**config.mk**
```make
export PLATFORM = sky130hd
export DESIGN_NAME = usb_tx
export DESIGN_NICKNAME = d
export VERILOG_FILES = /design/src/rtl/usb_pkg.sv /design/src/rtl/usb_tx_bitgen.sv /design/src/rtl/usb_tx.sv
export SDC_FILE = /design/constraint.sdc
export NUM_CORES = 1
export LEC_CHECK = 0
export CORE_MARGIN = 3
export CORE_UTILIZATION = 25
export CTS_CLUSTER_SIZE = 25
export DETAILED_ROUTE_END_ITERATION = 10
export PLACE_DENSITY_LB_ADDON = 0.15
export SETUP_SLACK_MARGIN = 0.05
export SYNTH_ARGS = -nofsm -noshare
export SYNTH_HDL_FRONTEND = slang
export SYNTH_SLANG_ARGS = --single-unit
export TNS_END_PERCENT = 5
```
**constraint.sdc**
```tcl
create_clock -name sysclk -period 2.4 [get_ports sysclk]
set_clock_uncertainty 0.15 [all_clocks]
set_input_delay 0.24 -clock sysclk [delete_from_list [all_inputs] [get_ports sysclk]]
set_output_delay 0.24 -clock sysclk [all_outputs]
set_load 0.02 [all_outputs]
```
**src/rtl/usb_pkg.sv**
```systemverilog
// Shared constants, types and helpers for the full-speed USB transmitter.
// Latency: n/a (package only).
// Backpressure: n/a (package only).
package usb_pkg;

  // Bus line state as driven onto the pair.
  typedef struct packed {
    logic dp;
    logic dm;
  } line_t;

  localparam line_t LINE_J   = '{dp: 1'b1, dm: 1'b0};
  localparam line_t LINE_K   = '{dp: 1'b0, dm: 1'b1};
  localparam line_t LINE_SE0 = '{dp: 1'b0, dm: 1'b0};

  // PID nibbles (low nibble of the PID byte).
  localparam logic [3:0] PID_OUT   = 4'b0001;
  localparam logic [3:0] PID_IN    = 4'b1001;
  localparam logic [3:0] PID_DATA0 = 4'b0011;
  localparam logic [3:0] PID_DATA1 = 4'b1011;
  localparam logic [3:0] PID_ACK   = 4'b0010;
  localparam logic [3:0] PID_NAK   = 4'b1010;

  localparam logic [7:0]  SYNC_BYTE  = 8'h80;
  localparam logic [15:0] CRC16_POLY = 16'h8005;
  localparam logic [15:0] CRC16_INIT = 16'hFFFF;

  typedef enum logic [2:0] {
    ST_IDLE,
    ST_SYNC,
    ST_PID,
    ST_DATA,
    ST_CRC_LO,
    ST_CRC_HI,
    ST_EOP_SE0,
    ST_EOP_J
  } tx_state_e;

  // One payload bit through the CRC16 register.
  function automatic logic [15:0] crc16_step(input logic [15:0] crc, input logic b);
    logic fb;
    fb = crc[15] ^ b;
    return {crc[14:0], 1'b0} ^ (fb ? CRC16_POLY : 16'h0000);
  endfunction

  // Bit reversal so a shift-right serialiser sends the MSB first.
  function automatic logic [7:0] rev8(input logic [7:0] x);
    logic [7:0] r;
    for (int i = 0; i < 8; i++) r[i] = x[7-i];
    return r;
  endfunction

endpackage

```
**src/rtl/usb_tx_bitgen.sv**
```systemverilog
// Bit-time generator: bit timer, bit stuffing and NRZI line driver.
// Latency: an accepted bit is on the lines the cycle after the handshake and held CLKS_PER_BIT cycles.
// Backpressure: bit_rdy_o only at a bit boundary with no stuff bit owed; se0_i/j_i obey the same slot.
//
// Ports:
//   clk_i, rst_ni       clock, async active-low reset
//   bit_vld_i/_dat_i    raw (pre-stuff, pre-NRZI) bit offered for the next bit time
//   bit_rdy_o           a bit time starts this edge and no stuff bit is due
//   se0_i, j_i          request SE0 / forced J for the next bit time (EOP)
//   d_plus_o, d_minus_o registered line outputs
module usb_tx_bitgen
  import usb_pkg::*;
#(
  parameter int CLKS_PER_BIT = 8
) (
  input  logic clk_i,
  input  logic rst_ni,
  input  logic bit_vld_i,
  input  logic bit_dat_i,
  input  logic se0_i,
  input  logic j_i,
  output logic bit_rdy_o,
  output logic d_plus_o,
  output logic d_minus_o
);

  localparam int TW = (CLKS_PER_BIT > 1) ? $clog2(CLKS_PER_BIT) : 1;
  localparam logic [TW-1:0] TMAX = TW'(CLKS_PER_BIT - 1);

  logic [TW-1:0] timer_q, timer_d;
  logic [2:0]    ones_q, ones_d;
  logic          level_q, level_d;   // NRZI level, 1 = J
  line_t         line_q, line_d;
  logic          wrap;
  logic          stuff_pend;

  // The timer parks at TMAX while idle so the first bit of a packet
  // can go out on the very edge that accepts it.
  assign wrap       = (timer_q == TMAX);
  assign stuff_pend = (ones_q == 3'd6);
  assign bit_rdy_o  = wrap & ~stuff_pend;

  always_comb begin
    timer_d = timer_q;
    ones_d  = ones_q;
    level_d = level_q;
    line_d  = line_q;
    if (!wrap) begin
      timer_d = timer_q + 1'b1;
    end else begin
      timer_d = '0;
      if (stuff_pend) begin
        // Stuffed 0: toggle without consuming an upstream bit.
        level_d = ~level_q;
        ones_d  = 3'd0;
        line_d  = '{dp: ~level_q, dm: level_q};
      end else if (bit_vld_i) begin
        level_d = bit_dat_i ? level_q : ~level_q;
        ones_d  = bit_dat_i ? ones_q + 3'd1 : 3'd0;
        line_d  = '{dp: level_d, dm: ~level_d};
      end else if (se0_i) begin
        level_d = 1'b1;
        ones_d  = 3'd0;
        line_d  = LINE_SE0;
      end else if (j_i) begin
        level_d = 1'b1;
        ones_d  = 3'd0;
        line_d  = LINE_J;
      end else begin
        // Nothing to send: rest at J with the timer parked.
        timer_d = TMAX;
        level_d = 1'b1;
        ones_d  = 3'd0;
        line_d  = LINE_J;
      end
    end
  end

  always_ff @(posedge clk_i or negedge rst_ni) begin
    if (!rst_ni) begin
      timer_q <= TMAX;
      ones_q  <= 3'd0;
      level_q <= 1'b1;
      line_q  <= LINE_J;
    end else begin
      timer_q <= timer_d;
      ones_q  <= ones_d;
      level_q <= level_d;
      line_q  <= line_d;
    end
  end

  assign d_plus_o  = line_q.dp;
  assign d_minus_o = line_q.dm;

endmodule

```
**src/rtl/usb_tx.sv**
```systemverilog
// Full-speed USB packet transmitter: SYNC, PID, payload, CRC16, EOP.
// Latency: first SYNC bit on the lines the cycle after the accepted tx_start.
// Backpressure: tx_start ignored while busy; an empty FIFO at a byte boundary ends the payload.
//
// Ports:
//   sysclk, n_rst       clock, async active-low reset
//   tx_start, tx_pid    packet request and PID nibble (latched on accept)
//   tx_data, tx_empty   FIFO head byte and empty flag
//   get_tx_data         one-cycle pop strobe, issued the cycle after the head is captured
//   d_plus, d_minus     bus pair
//   tx_busy, tx_done    packet in progress / one-cycle end-of-packet pulse
module usb_tx
  import usb_pkg::*;
#(
  parameter int CLKS_PER_BIT = 8,
  parameter int MAX_BYTES    = 64
) (
  input  logic       sysclk,
  input  logic       n_rst,
  input  logic       tx_start,
  input  logic [3:0] tx_pid,
  input  logic [7:0] tx_data,
  input  logic       tx_empty,
  output logic       get_tx_data,
  output logic       d_plus,
  output logic       d_minus,
  output logic       tx_busy,
  output logic       tx_done
);

  localparam int CW = $clog2(MAX_BYTES + 1);

  tx_state_e     state_q, state_d;
  logic [7:0]    sh_q, sh_d;
  logic [2:0]    bit_idx_q, bit_idx_d;
  logic [CW-1:0] byte_cnt_q, byte_cnt_d;
  logic [15:0]   crc_q, crc_d;
  logic [3:0]    pid_q, pid_d;
  logic          load_pend_q, load_pend_d;
  logic          eop_cnt_q, eop_cnt_d;
  logic          busy_q, busy_d;
  logic          done_q, done_d;
  logic          get_q, get_d;

  logic          bit_vld, bit_dat, bit_rdy, se0_req, j_req;
  logic [15:0]   crc_tx;

  assign crc_tx = ~crc_q;

  always_comb begin
    state_d     = state_q;
    sh_d        = sh_q;
    bit_idx_d   = bit_idx_q;
    byte_cnt_d  = byte_cnt_q;
    crc_d       = crc_q;
    pid_d       = pid_q;
    load_pend_d = load_pend_q;
    eop_cnt_d   = eop_cnt_q;
    busy_d      = busy_q;
    done_d      = 1'b0;
    get_d       = 1'b0;
    bit_vld     = 1'b0;
    bit_dat     = sh_q[0];
    se0_req     = 1'b0;
    j_req       = 1'b0;

    case (state_q)
      ST_IDLE: begin
        // The bit generator is always at a boundary while idle, so the
        // first SYNC bit is handed over on the accepting edge itself.
        if (tx_start && bit_rdy) begin
          bit_vld     = 1'b1;
          bit_dat     = SYNC_BYTE[0];
          sh_d        = {1'b0, SYNC_BYTE[7:1]};
          bit_idx_d   = 3'd1;
          pid_d       = tx_pid;
          byte_cnt_d  = '0;
          load_pend_d = 1'b0;
          eop_cnt_d   = 1'b0;
          busy_d      = 1'b1;
          state_d     = ST_SYNC;
        end
      end

      ST_SYNC, ST_PID, ST_CRC_LO, ST_CRC_HI: begin
        bit_vld = 1'b1;
        if (bit_rdy) begin
          sh_d      = {1'b0, sh_q[7:1]};
          bit_idx_d = bit_idx_q + 3'd1;
          if (bit_idx_q == 3'd7) begin
            case (state_q)
              ST_SYNC: begin
                sh_d    = {~pid_q, pid_q};
                state_d = ST_PID;
              end
              ST_PID: begin
                if (pid_q[1:0] == 2'b11) begin
                  crc_d       = CRC16_INIT;
                  load_pend_d = 1'b1;
                  state_d     = ST_DATA;
                end else begin
                  state_d = ST_EOP_SE0;
                end
              end
              ST_CRC_LO: begin
                sh_d    = rev8(crc_tx[7:0]);
                state_d = ST_CRC_HI;
              end
              default: state_d = ST_EOP_SE0;
            endcase
          end
        end
      end

      ST_DATA: begin
        if (load_pend_q) begin
          // Byte boundary: a whole bit time remains before the next bit
          // is due, so the fetch decision takes its own cycle.
          load_pend_d = 1'b0;
          if (!tx_empty && (byte_cnt_q < CW'(MAX_BYTES))) begin
            sh_d       = tx_data;
            get_d      = 1'b1;
            byte_cnt_d = byte_cnt_q + 1'b1;
          end else begin
            sh_d    = rev8(crc_tx[15:8]);
            state_d = ST_CRC_LO;
          end
        end else begin
          bit_vld = 1'b1;
          if (bit_rdy) begin
            sh_d      = {1'b0, sh_q[7:1]};
            bit_idx_d = bit_idx_q + 3'd1;
            crc_d     = crc16_step(crc_q, sh_q[0]);
            if (bit_idx_q == 3'd7) load_pend_d = 1'b1;
          end
        end
      end

      ST_EOP_SE0: begin
        // A stuff bit owed by the last CRC bit withholds bit_rdy, so it
        // goes out before the first SE0.
        se0_req = 1'b1;
        if (bit_rdy) begin
          eop_cnt_d = ~eop_cnt_q;
          if (eop_cnt_q) begin
            eop_cnt_d = 1'b0;
            state_d   = ST_EOP_J;
          end
        end
      end

      ST_EOP_J: begin
        // First boundary starts the J bit, the next one ends it.
        j_req = ~eop_cnt_q;
        if (bit_rdy) begin
          if (!eop_cnt_q) begin
            eop_cnt_d = 1'b1;
          end else begin
            eop_cnt_d = 1'b0;
            done_d    = 1'b1;
            busy_d    = 1'b0;
            state_d   = ST_IDLE;
          end
        end
      end

      default: state_d = ST_IDLE;
    endcase
  end

  always_ff @(posedge sysclk or negedge n_rst) begin
    if (!n_rst) begin
      state_q     <= ST_IDLE;
      sh_q        <= 8'h00;
      bit_idx_q   <= 3'd0;
      byte_cnt_q  <= '0;
      crc_q       <= CRC16_INIT;
      pid_q       <= 4'h0;
      load_pend_q <= 1'b0;
      eop_cnt_q   <= 1'b0;
      busy_q      <= 1'b0;
      done_q      <= 1'b0;
      get_q       <= 1'b0;
    end else begin
      state_q     <= state_d;
      sh_q        <= sh_d;
      bit_idx_q   <= bit_idx_d;
      byte_cnt_q  <= byte_cnt_d;
      crc_q       <= crc_d;
      pid_q       <= pid_d;
      load_pend_q <= load_pend_d;
      eop_cnt_q   <= eop_cnt_d;
      busy_q      <= busy_d;
      done_q      <= done_d;
      get_q       <= get_d;
    end
  end

  usb_tx_bitgen #(
    .CLKS_PER_BIT(CLKS_PER_BIT)
  ) u_bitgen (
    .clk_i     (sysclk),
    .rst_ni    (n_rst),
    .bit_vld_i (bit_vld),
    .bit_dat_i (bit_dat),
    .se0_i     (se0_req),
    .j_i       (j_req),
    .bit_rdy_o (bit_rdy),
    .d_plus_o  (d_plus),
    .d_minus_o (d_minus)
  );

  assign tx_busy     = busy_q;
  assign tx_done     = done_q;
  assign get_tx_data = get_q;

endmodule

```
==> qor.txt <==
Half-perimeter wire length after placement: 5.10 mm
CTS Buffer Depth: 2
Std-Cell Rows: 38
Max-slew violations: 0
Post-synthesis average cell area: 9.09 sq um
Final Cycle Share: 94.2%
TritonCTS clock tree: yes
Filler cells: 1167
Summed instance area of the synthesized netlist: 2880 sq um
Avg WL per Cell: 14.4 um
Boundary Pins: 21
Total negative slack for setup checks: 0 ps
Combined global-route utilization of all metal layers: 11.5%
Starting density of the core: 26.1%
Leakage component of the power: 1.49 nW
Hold WC Path Type: in -> async
Post-layout power: 4.11 mW
Global-route wire length before repair: 11.9 mm
Ys Warns: 0
Total congestion overflow: 0
Cell repeated most along the worst path: sky130_fd_sc_hd__ha_1
CP cell instances: ha_1 > ha_1 > inv_1 > maj3_2 > o21a_2 > a222oi_1 > o21ai_1
Critical Path Max Stage Delay: 390 ps
Most common cell after layout, fill and taps aside: sky130_fd_sc_hd__nand2_1
Final critical-path setup slack: 140 ps
Share of the yosys chip area belonging to registers: 48.7%
Worst Path Class, Setup: reg -> reg
Cell count along the critical path: 7
Number of iterations in the first detailed-routing pass: 4
Total power per unit cell area: 1180 nW/um^2
Number of synthesized flops with an enable pin: 0
Starting DRC count in detailed routing: 182
Die width: 113 um
Via/cell ratio: 4.73
Maximum number of pins on one net before global-route repair: 25
Placer congestion estimate: 0.750
Clk_lat worst skew: 290 ps
Number of input and output port buffers inserted: 20
Distinct cell type count after synthesis: 51
Launching element type of the critical path: register
Post-layout util: 31.6%
Residual DRC count: 0
Flop2flop setup slack: 140 ps
Data required, critical path: 2420 ps
Outcome: finished clean
Placed cell count: 475
Final Instance Count excl. Fillers: 486
Reg2reg start: bit_idx_q[0]
Worst VDD drop: 415 uV
Level count of the clock H-tree: 2
Final Setup Violations: 0
Upper clock frequency limit: 442 MHz
Antenna Cells: 0
Final period demand of the worst path: 2260 ps
Layout overhead on the synthesized area: 20.8%
Pre-CTS WS: 13.1 ps
Max-cap violations: 0
Prevailing post-synth register cell: sky130_fd_sc_hd__dfrtp_1
Standard cell with the maximum stage delay on the critical path: sky130_fd_sc_hd__a222oi_1
Overall via count from detail_route: 2297
Critical Path Sink: sh_q[3]
Cell at the root of the clock tree: sky130_fd_sc_hd__clkbuf_16
Share of cells above drive strength 1: 17.3%
Routed WL: 7.02 mm
Antenna viol nets, final: 0
Critical path buffer and inverter count: 1
Actual transition at the worst max-transition pin: 552 ps
Clock net sink count: 55
Area of the core region: 11000 sq um
Antenna violations before repair: 0
Unrepaired setup endpoints after global routing: yes
Cell family contributing the most delay on the critical path: adder cells
Startpoint of the worst setup timing path: bit_idx_q[0]
Data arrival time of the critical path: 2280 ps
Total die area: 12900 sq um
Cell Area, Placed: 3270 sq um
Highest net fanout along the worst path: 7
Number of buffers inserted during clock tree synthesis: 5
Register bit total from synthesis: 55
Finished Cell Area: 3480 sq um
Depth of the most critical reg-to-reg path: 7
R2R Path End: sh_q[3]
Fraction of registers with async set/reset: 100%
Clock-pin slew of the registers on the worst-case setup and hold paths: 80 ps
Number of global-route vias before repair: 2249
Endpoint class of the critical path: register
Post-synthesis cell count: 317
Die Span Y: 113 um
Count of final hold-check violations: 0
Highest-count cells in the layout ignoring fill and taps: sky130_fd_sc_hd__nand2_1, sky130_fd_sc_hd__nor2_1, sky130_fd_sc_hd__dfrtp_1, sky130_fd_sc_hd__o21ai_0, sky130_fd_sc_hd__dfstp_2
Worst slew margin: 63.2%
Count of nets after finishing: 368
Synth Net Count: 340
Tightest hold margin: 316 ps
cells by family after synthesis:
logic type | after synthesis | synth area share, %
buffers and inverters | 29 | 5.34
XOR/XNOR | 7 | 2.13
flip-flops | 55 | 48.7
AO/OA/AOI/OAI | 85 | 18.6
adder cells (fa/ha/maj) | 8 | 3.43
AND/OR/NAND/NOR | 127 | 19.7
multiplexers | 6 | 2.17
report_power, final:
part	switching [mW]	total (mW)	internal [mW]	leakage [nW]
Sequential	0.401	1.78	1.38	0.658
Combinational	0.805	1.50	0.693	0.757
Clock	0.333	0.828	0.495	0.0781
Yosys cell counts, types with 2 or more instances:
| library cell | count | area, sq um |
|---|---|---|
| sky130_fd_sc_hd__xor2_1 | 4 | 35.0 |
| sky130_fd_sc_hd__nand2b_1 | 2 | 12.5 |
| sky130_fd_sc_hd__and3_1 | 2 | 12.5 |
| sky130_fd_sc_hd__or3_1 | 2 | 12.5 |
| sky130_fd_sc_hd__o31ai_1 | 3 | 22.5 |
| sky130_fd_sc_hd__a21oi_1 | 20 | 100 |
| sky130_fd_sc_hd__o21a_1 | 2 | 15.0 |
| sky130_fd_sc_hd__nand4_1 | 3 | 18.8 |
| sky130_fd_sc_hd__o211ai_1 | 2 | 15.0 |
| sky130_fd_sc_hd__dfstp_2 | 21 | 552 |
| sky130_fd_sc_hd__mux2_2 | 2 | 22.5 |
| sky130_fd_sc_hd__a31oi_1 | 5 | 31.3 |
| sky130_fd_sc_hd__a222oi_1 | 6 | 60.1 |
| sky130_fd_sc_hd__inv_1 | 11 | 41.3 |
| sky130_fd_sc_hd__o22ai_1 | 7 | 43.8 |
| sky130_fd_sc_hd__o21ai_1 | 5 | 25.0 |
| sky130_fd_sc_hd__nor2b_1 | 2 | 12.5 |
| sky130_fd_sc_hd__o21ai_0 | 25 | 125 |
| sky130_fd_sc_hd__nor3b_1 | 2 | 15.0 |
| sky130_fd_sc_hd__xnor2_1 | 3 | 26.3 |
| sky130_fd_sc_hd__nand2_1 | 53 | 199 |
| sky130_fd_sc_hd__clkbuf_1 | 4 | 15.0 |
| sky130_fd_sc_hd__buf_4 | 4 | 30.0 |
| sky130_fd_sc_hd__buf_6 | 3 | 33.8 |
| sky130_fd_sc_hd__ha_1 | 7 | 87.6 |
| sky130_fd_sc_hd__buf_2 | 6 | 30.0 |
| sky130_fd_sc_hd__nand3_1 | 8 | 40.0 |
| sky130_fd_sc_hd__mux2i_1 | 4 | 40.0 |
| sky130_fd_sc_hd__nor2_1 | 43 | 161 |
| sky130_fd_sc_hd__dfrtp_1 | 34 | 851 |
| sky130_fd_sc_hd__a21o_1 | 2 | 15.0 |
registers in the layout, indices dropped and copies added, names as in the netlist:
| signal | count |
|---|---|
| load_pend_q | 1 |
| tx_done | 1 |
| pid_q | 4 |
| sh_q | 8 |
| byte_cnt_q | 7 |
| u_bitgen.ones_q | 3 |
| u_bitgen.d_plus_o | 1 |
| bit_idx_q | 3 |
| u_bitgen.d_minus_o | 1 |
| eop_cnt_q | 1 |
| u_bitgen.level_q | 1 |
| crc_q | 16 |
| get_tx_data | 1 |
| tx_busy | 1 |
| state_q | 3 |
| u_bitgen.timer_q | 3 |
routing by layer:
metal | vias to the layer above | global-route usage (%) | share of wire (%) | routed length, um
met4 | 0 | 3.29 | 1.6 | 111
met1 | 1095 | 17.1 | 53 | 3700
met3 | 7 | 2.76 | 2.1 | 145
li1 | 1168 | - | - | -
met2 | 27 | 16.5 | 44 | 3060
met5 | - | 0 | 0 | 0
cell type report:
type / count / area (sq um) / share of cell area [%]
Clock inverter: 1 / 30.0 / 0.862
Sequential cell: 55 / 1400 / 40.3
Tap cell: 140 / 175 / 5.03
Timing Repair Buffer: 38 / 358 / 10.3
Clock buffer: 7 / 133 / 3.81
Multi-Input combinational cell: 233 / 1340 / 38.4
Inverter: 12 / 45.0 / 1.29
how the worst min path moves through the flow:
| stage | end | slack (ps) | cells past startpoint | from |
|---|---|---|---|---|
| after floorplan | bit_idx_q[0] | -210 | 0 | n_rst |
| after global placement | state_q[0] | 110 | 1 | n_rst |
| after detailed placement | state_q[0] | 100 | 1 | n_rst |
| after CTS | pid_q[3] | 310 | 3 | tx_pid[3] |
| after global routing | pid_q[1] | 340 | 3 | tx_pid[1] |
| final | state_q[0] | 320 | 2 | n_rst |
repair_timing:
action                                  CTS  global route
endpoints found under the setup margin    1            15
hold buffers                              1             0
gates resized for setup                   1             2
gates cloned                              0             0
pin swaps                                 0             3
setup buffers                             0             2
hold endpoints to repair                 16             0
No activity file was read; power rests on OpenSTA's default activity.
